## config.mk

```make
export PLATFORM = sky130hd
export DESIGN_NAME = accum_share_ctrl
export DESIGN_NICKNAME = d
export VERILOG_FILES = /design/src/rtl/accum_share_ctrl.sv
export SDC_FILE = /design/constraint.sdc
export NUM_CORES = 1
export LEC_CHECK = 0
export BUFFER_PORTS_ARGS = -buffer_cell sky130_fd_sc_hd__buf_2
export CORE_MARGIN = 2
export CORE_UTILIZATION = 49
export CTS_BUF_LIST = sky130_fd_sc_hd__clkbuf_4 sky130_fd_sc_hd__clkbuf_8
export DETAILED_ROUTE_END_ITERATION = 16
export GPL_TIMING_DRIVEN = 0
export PLACE_DENSITY = 0.84
export SLEW_MARGIN = 10
export SYNTH_ARGS = -nofsm -noshare
export SYNTH_HDL_FRONTEND = slang
export SYNTH_SLANG_ARGS = --single-unit
```

## constraint.sdc

```tcl
create_clock -name Clock -period 2.5 [get_ports Clock]
set_input_delay 0.375 -clock Clock [delete_from_list [all_inputs] [get_ports Clock]]
set_output_delay 0.375 -clock Clock [all_outputs]
set_load 0.005 [all_outputs]
```

## src/rtl/accum_share_ctrl.sv

```systemverilog
// accum_share_ctrl: round-robin sequencer for one shared accumulator.
// A granted requester streams a burst into the sum register.
// The final sum is then offered, tagged with its owner, on a valid/ready handshake.
//
// Handshakes: a word on lane i moves when InValid[i] & InReady[i] at a rising
// edge; the result moves when SumValid & SumReady at a rising edge. Neither
// ready/valid output depends combinationally on the opposite side's input.
module accum_share_ctrl #(
  parameter int WIDTH  = 4,
  parameter int NREQ   = 4,
  parameter int MAXLEN = 8
) (
  input  logic                     Clock,
  input  logic                     Reset,
  input  logic [NREQ-1:0]          Req,
  input  logic [NREQ-1:0]          InValid,
  input  logic [NREQ*WIDTH-1:0]    InData,
  input  logic [NREQ-1:0]          InLast,
  output logic [NREQ-1:0]          InReady,
  output logic [NREQ-1:0]          Grant,
  output logic [WIDTH-1:0]         SumOut,
  output logic [$clog2(NREQ)-1:0]  SumOwner,
  output logic                     SumValid,
  input  logic                     SumReady,
  output logic                     Overflow,
  output logic [1:0]               fsm_state
);

  localparam int OWN_W = $clog2(NREQ);
  localparam int CNT_W = $clog2(MAXLEN + 1);

  typedef enum logic [1:0] {
    ST_IDLE  = 2'd0,
    ST_ACCUM = 2'd1,
    ST_DONE  = 2'd2
  } state_t;

  state_t             state;
  state_t             state_next;
  logic [OWN_W-1:0]   owner;
  logic [OWN_W-1:0]   ptr;
  logic [OWN_W-1:0]   winner;
  logic [WIDTH-1:0]   reg_sum;
  logic [CNT_W-1:0]   count;
  logic               ovf;
  logic [WIDTH-1:0]   lane_data;
  logic               lane_valid;
  logic               lane_last;
  logic               accept;
  logic               burst_end;
  logic [WIDTH:0]     sum_ext;

  // First set request bit searching upward from the pointer, wrapping at NREQ.
  function automatic logic [OWN_W-1:0] rr_pick(input logic [NREQ-1:0] r,
                                               input logic [OWN_W-1:0] p);
    logic [OWN_W-1:0] pick;
    logic             found;
    int               idx;
    pick  = '0;
    found = 1'b0;
    for (int i = 0; i < NREQ; i++) begin
      idx = int'(p) + i;
      if (idx >= NREQ) idx = idx - NREQ;
      if (!found && r[idx]) begin
        found = 1'b1;
        pick  = OWN_W'(idx);
      end
    end
    return pick;
  endfunction

  // Only the owner's lane is observed; every other lane is ignored.
  assign winner     = rr_pick(Req, ptr);
  assign lane_data  = InData[int'(owner)*WIDTH +: WIDTH];
  assign lane_valid = InValid[owner];
  assign lane_last  = InLast[owner];
  assign accept     = (state == ST_ACCUM) && lane_valid;
  assign burst_end  = accept && (lane_last || (count == CNT_W'(MAXLEN - 1)));
  assign sum_ext    = {1'b0, reg_sum} + {1'b0, lane_data};

  // State register.
  always_ff @(posedge Clock) begin
    if (Reset) state <= ST_IDLE;
    else       state <= state_next;
  end

  // Next-state logic; arbitration happens only in IDLE.
  always_comb begin
    state_next = state;
    case (state)
      ST_IDLE:  if (|Req)     state_next = ST_ACCUM;
      ST_ACCUM: if (burst_end) state_next = ST_DONE;
      ST_DONE:  if (SumReady)  state_next = ST_IDLE;
      default:                 state_next = ST_IDLE;
    endcase
  end

  // Datapath: owner capture, accumulation, sticky carry, burst count, RR pointer.
  always_ff @(posedge Clock) begin
    if (Reset) begin
      owner   <= '0;
      ptr     <= '0;
      reg_sum <= '0;
      count   <= '0;
      ovf     <= 1'b0;
    end else begin
      if (state == ST_IDLE && |Req) begin
        owner   <= winner;
        reg_sum <= '0;
        count   <= '0;
        ovf     <= 1'b0;
      end
      if (accept) begin
        reg_sum <= sum_ext[WIDTH-1:0];
        ovf     <= ovf | sum_ext[WIDTH];
        count   <= count + CNT_W'(1);
      end
      if (state == ST_DONE && SumReady) begin
        ptr <= (owner == OWN_W'(NREQ - 1)) ? '0 : owner + OWN_W'(1);
      end
    end
  end

  // Output decode from registered state only.
  always_comb begin
    Grant    = '0;
    InReady  = '0;
    SumValid = 1'b0;
    if (state == ST_ACCUM) begin
      Grant[owner]   = 1'b1;
      InReady[owner] = 1'b1;
    end
    if (state == ST_DONE) SumValid = 1'b1;
  end

  // Result fields hold in DONE because nothing writes them until the next grant.
  assign SumOut    = reg_sum;
  assign SumOwner  = owner;
  assign Overflow  = ovf;
  assign fsm_state = state;

endmodule
```

==> results of run 1 <==
[registers in the layout, summed over array words and instances, names as in the netlist]
name and cells:
Overflow 1, SumOut 4, SumOwner 2, count 4
fsm_state 2, ptr 2
[final timing paths]
kind                      endpoint  slack (ps)
max          Overflow$_SDFFE_PP0P_         340
min            ptr[1]$_SDFFE_PP0P_         370
max reg2reg  Overflow$_SDFFE_PP0P_         340
min reg2reg    ptr[0]$_SDFFE_PP0P_         460
[worst min-delay path: stages]
cell	delay [ps]
buf_2	110
nand3_1	70
a21oi_1	50
[power by group through the flow]
stage	Combinational, mW	Clock (mW)	Sequential, mW
global route	0.230	0.163	0.266
finish	0.207	0.147	0.264
detailed placement	0.208	0	0.269
floorplan	0.135	0	0.269
CTS	0.209	0.149	0.263
global placement	0.202	0	0.268
[kinds of logic after synthesis]
kind of cell             after synthesis
AO/OA/AOI/OAI                         28
XOR/XNOR                               2
adder cells (fa/ha/maj)               10
buffers and inverters                 21
flip-flops                            15
multiplexers                           6
AND/OR/NAND/NOR                       38
[synth_stat cells]
| master | instances | area share [%] |
|---|---|---|
| mux4_1 | 3 | 7.1 |
| inv_1 | 10 | 3.4 |
| buf_4 | 4 | 2.7 |
| a21o_1 | 2 | 1.3 |
| and2_4 | 1 | 0.79 |
| ha_1 | 9 | 10 |
| nand3b_1 | 2 | 1.3 |
| fa_1 | 1 | 1.8 |
| and3_1 | 2 | 1.1 |
| o21bai_1 | 1 | 0.67 |
| a21oi_1 | 8 | 3.6 |
| a32o_1 | 1 | 0.90 |
| a31oi_1 | 4 | 2.2 |
| o21ai_0 | 1 | 0.45 |
| o41ai_2 | 1 | 1.5 |
| buf_6 | 3 | 3.0 |
| buf_2 | 2 | 0.90 |
| a221o_1 | 1 | 0.90 |
| clkbuf_1 | 2 | 0.67 |
| o22ai_1 | 1 | 0.56 |
| mux4_2 | 3 | 6.1 |
| o21ai_1 | 1 | 0.45 |
| dfxtp_1 | 15 | 27 |
| nand2b_1 | 1 | 0.56 |
| nand3_1 | 8 | 3.6 |
| and2_1 | 4 | 2.2 |
| nand4_1 | 2 | 1.1 |
| o31ai_1 | 3 | 2.0 |
| nand2_1 | 8 | 2.7 |
| xnor2_1 | 1 | 0.79 |
| nor2b_1 | 4 | 2.2 |
| a221oi_1 | 2 | 1.6 |
| nor2_1 | 4 | 1.3 |
| xor2_1 | 1 | 0.79 |
| o21a_1 | 1 | 0.67 |
| or3_1 | 2 | 1.1 |
| a311oi_1 | 1 | 0.79 |
[area by class of cell]
type | instances | share of cell area, %
plain buffers | 11 | 5.75
clock buffers | 4 | 2.12
inverters | 10 | 2.65
multi-input cells | 84 | 49.2
flip-flops and latches | 15 | 21.2
well taps | 28 | 2.48
repair buffers | 47 | 16.6
[routing by layer]
| metal | track usage [%] | vias up | share of wire (%) |
|---|---|---|---|
| li1 | - | 535 | - |
| met1 | 25.2 | 516 | 40 |
| met2 | 38.0 | 52 | 50 |
| met3 | 1.44 | 5 | 8.2 |
| met4 | 11.4 | 0 | 1.7 |
| met5 | 0 | - | 0 |
[through the flow]
step	std cells	utilization [%]	worst slack, ps
after CTS	199	64.6	308
after floorplan	120	-	467
after detailed placement	195	63.2	319
final	199	64.6	340
after global routing	199	64.6	154
after global placement	195	63.2	347
==> results.yml, run 1 <==
outcome:
  status: "finished, final reports clean"
final_layout:
  final_cell_area_um2: 1420
  seq_area_um2: 300
  final_common_cell: "buf_2"
  layout-drive-gt1-share_pct: 38.0
  area_growth_pct: 26.9
  fill_cells: 193
  num_antenna_cells: 0
  final_nets: 213
  layout.cells.most_common_list: "buf_2 (49), dfxtp_1 (15), inv_1 (10)"
  multiInputGateArea_um2: 696
floorplanning:
  fp.dieH_um: 51.7
  die_w_um: 51.7
  num_io_pins: 49
  die_area_um2: 2670
  row_count: 17
  initial_core_util_pct: 50.9
  core_area_um2: 2190
power_and_ir_drop:
  p_comb_share_pct: 33.5
  leakagePower_nw: 0.671
  clockPowerShare_pct: 23.8
  p_seq_share_pct: 42.7
  p_switching_mw: 0.188
  total_power_mw: 0.617
  ir_drop_mv: 0.313
  p_int_mw: 0.430
  swShare_pct: 30.4
  p_per_area_nw_per_um2: 436
routing:
  first_pass_iters: 4
  ant_nets: 0
  num_vias: 1108
  drt-total-wl_um: 2620
  vias_per_cell: 5.57
  drc: 0
  drt_iter0_markers: 17
  wl_per_cell_um: 13.2
yosys:
  synthDistinctLibCells: 37
  synth_compound_area_share_pct: 17.6
  synth_top_family_by_area: "simple AND/OR/NAND/NOR gates"
  synthXorXnorAreaFrac_pct: 1.57
  synthCells: 120
  syn-num-nets: 161
  synthAdderAreaFrac_pct: 11.9
  synthMuxAreaShare_pct: 13.1
  yosys_warnings: 0
  seq_area_frac_synth_pct: 26.9
  synth_seq_cells: 15
  synth-simple-area-share_pct: 18.2
  synth_area_um2: 1110
  syn_area_per_cell_um2: 9.29
global_routing:
  grt_start_max_net_pins: 11
  grt_pass1_vias: 1032
  overflow: 0
  grt_usage_pct: 21.2
  grt_pass1_wl_um: 4220
  antenna_found_initial: 0
cts:
  cts_tree: "built"
  cts_hold_buffers: 0
  clkSinkCount: 15
  clockBufferDepth: 2
  cts.clk_slew.worst_paths_ps: 90
  cts_root_buf: "clkbuf_4"
  h-tree-depth: 1
  clk_latency_ps: 290
  cts_setup_buffers: 0
  cts_resized: 0
  cts_buffers: 3
timing:
  worstMarginPinSlew_ps: 627
  hold_violations: 0
  rsz0062_at_grt: "false"
  whs_ps: 372
  maxSlewHeadroom_pct: 57.7
  setup_viol: 0
  max_freq_mhz: 463
  finalCritPeriodShare_pct: 86.4
  fin_tns_setup_ps: 0
  drv_slew: 0
  fin_worst_skew_ps: 8.12
  fin_crit_ps: 2160
flow_run:
  drv_cap: 0
worst_hold_path:
  min_from: "SumReady"
  hold_class: "in -> reg"
  hold_depth: 3
critical_path:
  cp_top_family: "multiplexers"
  cp-end-kind: "register"
  cp_cell_sequence: "buf_6 -> mux4_1 -> ha_1 -> inv_1 -> fa_1 -> nor2b_1 -> o21a_1 -> o21ai_1 -> a21oi_1"
  path_max_fanout: 9
  critPathBufInv: 2
  cp_slowest_cell: "mux4_1"
  max_stage_delay_ps: 560
  start_kind: "register"
  critical_path_class: "reg -> reg"
  r2r_start: "SumOwner[0]$_SDFFE_PP0P_"
  cp.required_ps: 2660
  crit_arrival_ps: 2320
  startpoint: "SumOwner[0]$_SDFFE_PP0P_"
  r2r_cells: 9
  cp_num_cells: 9
place:
  port_buffers: 47
  dp_hpwl_um: 2070
  post_dp_cell_area_um2: 1390
  gp_congestion: 0.741
Power figures use the tool's default switching activity.
==> run 2, diff against run 1 <==
Settings changed: CORE_UTILIZATION 49 to 47, CTS_BUF_LIST sky130_fd_sc_hd__clkbuf_4 sky130_fd_sc_hd__clkbuf_8 to sky130_fd_sc_hd__clkbuf_16, PLACE_DENSITY 0.84 to 0.79.
==> results.yml, run 2 (synthesized netlist as in run 1, its figures left out) <==
outcome:
  status: "finished, final reports clean"
power_and_ir_drop:
  clockPowerShare_pct: 40.7
  total_power_mw: 0.795
  p_per_area_nw_per_um2: 541
  leakagePower_nw: 0.690
  p_seq_share_pct: 33.3
  p_int_mw: 0.573
  p_switching_mw: 0.221
  ir_drop_mv: 0.294
  swShare_pct: 27.9
  p_comb_share_pct: 26.0
global_routing:
  overflow: 0
  grt_pass1_wl_um: 4240
  grt_usage_pct: 21.3
  antenna_found_initial: 0
  grt_start_max_net_pins: 11
  grt_pass1_vias: 1047
flow_run:
  drv_cap: 0
timing:
  fin_tns_setup_ps: 0
  worstMarginPinSlew_ps: 594
  setup_viol: 0
  drv_slew: 0
  hold_violations: 0
  fin_crit_ps: 2170
  fin_worst_skew_ps: 3.22
  rsz0062_at_grt: "false"
  maxSlewHeadroom_pct: 60.3
  finalCritPeriodShare_pct: 86.9
  max_freq_mhz: 460
place:
  port_buffers: 47
  gp_congestion: 0.719
  dp_hpwl_um: 2070
final_layout:
  final_nets: 213
  layout-drive-gt1-share_pct: 38.0
  area_growth_pct: 31.7
  num_antenna_cells: 0
  final_common_cell: "buf_2"
  layout.cells.most_common_list: "buf_2 (49), dfxtp_1 (15), inv_1 (10)"
cts:
  cts_root_buf: "clkbuf_16"
  cts_resized: 0
  cts_buffers: 3
  cts_hold_buffers: 0
  cts.clk_slew.worst_paths_ps: 50
  h-tree-depth: 1
  clkSinkCount: 15
  clockBufferDepth: 2
  cts_setup_buffers: 0
  cts_tree: "built"
  clk_latency_ps: 250
floorplanning:
  row_count: 17
  die_area_um2: 2780
  fp.dieH_um: 52.7
  num_io_pins: 49
  core_area_um2: 2230
  die_w_um: 52.7
  initial_core_util_pct: 49.9
routing:
  first_pass_iters: 4
  vias_per_cell: 5.58
  ant_nets: 0
  wl_per_cell_um: 13.3
  drt_iter0_markers: 23
  drc: 0
  drt-total-wl_um: 2660
  num_vias: 1110
critical_path:
  critical_path_class: "reg -> reg"
  cp-end-kind: "register"
  cp_cell_sequence: "buf_6 -> mux4_1 -> ha_1 -> inv_1 -> fa_1 -> nor2b_1 -> o21a_1 -> o21ai_1 -> a21oi_1"
  crit_arrival_ps: 2290
  start_kind: "register"
  cp.required_ps: 2620
  max_stage_delay_ps: 550
  path_max_fanout: 9
  cp_slowest_cell: "mux4_1"
worst_hold_path:
  hold_class: "in -> reg"
==> run 2: power groups by stage <==
stage               Sequential, mW  Clock [mW]  Combinational, mW
finish                       0.264       0.323              0.207
global route                 0.267       0.337              0.230
CTS                          0.264       0.323              0.209
detailed placement           0.269           0              0.207
global placement             0.268           0              0.201
floorplan                    0.269           0              0.135
==> run 2: cell type report <==
type | count | area (um^2)
plain buffers | 11 | 81.3
clock buffers | 3 | 75.1
clock inverters | 1 | 7.51
fillers | 189 | 766
inverters | 10 | 37.5
multi-input cells | 84 | 696
flip-flops and latches | 15 | 300
well taps | 28 | 35.0
repair buffers | 47 | 235
==> run 2: final timing paths <==
| kind | startpoint | end | slack, ps | cells past startpoint |
|---|---|---|---|---|
| max | SumOwner[0]$_SDFFE_PP0P_ | Overflow$_SDFFE_PP0P_ | 330 | 9 |
| min | SumReady | ptr[1]$_SDFFE_PP0P_ | 430 | 3 |
| max reg2reg | SumOwner[0]$_SDFFE_PP0P_ | Overflow$_SDFFE_PP0P_ | 330 | 9 |
| min reg2reg | ptr[0]$_SDFFE_PP0P_ | ptr[0]$_SDFFE_PP0P_ | 460 | 2 |
==> run 2: critical path: cells and delay by family (launching register included) <==
family	cells	cell delay, ps
compound gates	3	390
mux	1	550
simple gates	1	60
buf+inv	2	250
fa+ha+maj	2	400
flops	1	390
==> run 2: per-layer routing <==
metal | track usage (%) | part of all wire, % | vias up
li1 | - | - | 539
met1 | 22.5 | 41 | 525
met2 | 39.2 | 51 | 41
met3 | 4.57 | 6.0 | 5
met4 | 10.7 | 1.8 | 0
met5 | 0 | 0 | -
==> run 2: metrics by stage <==
| stage | instance area [um^2] | std cells | setup slack, ps | hold WS (ps) | utilization, % |
|---|---|---|---|---|---|
| 3_3_place_gp | 1390 | 195 | 367 | 440 | 62.0 |
| 2_1_floorplan | 1110 | 120 | 467 | 432 | - |
| 5_1_grt | 1470 | 199 | 231 | 443 | 65.7 |
| 3_5_place_dp | 1390 | 195 | 308 | 451 | 62.0 |
| 6_report | 1470 | 199 | 328 | 428 | 65.7 |
| 4_1_cts | 1470 | 199 | 298 | 432 | 65.7 |
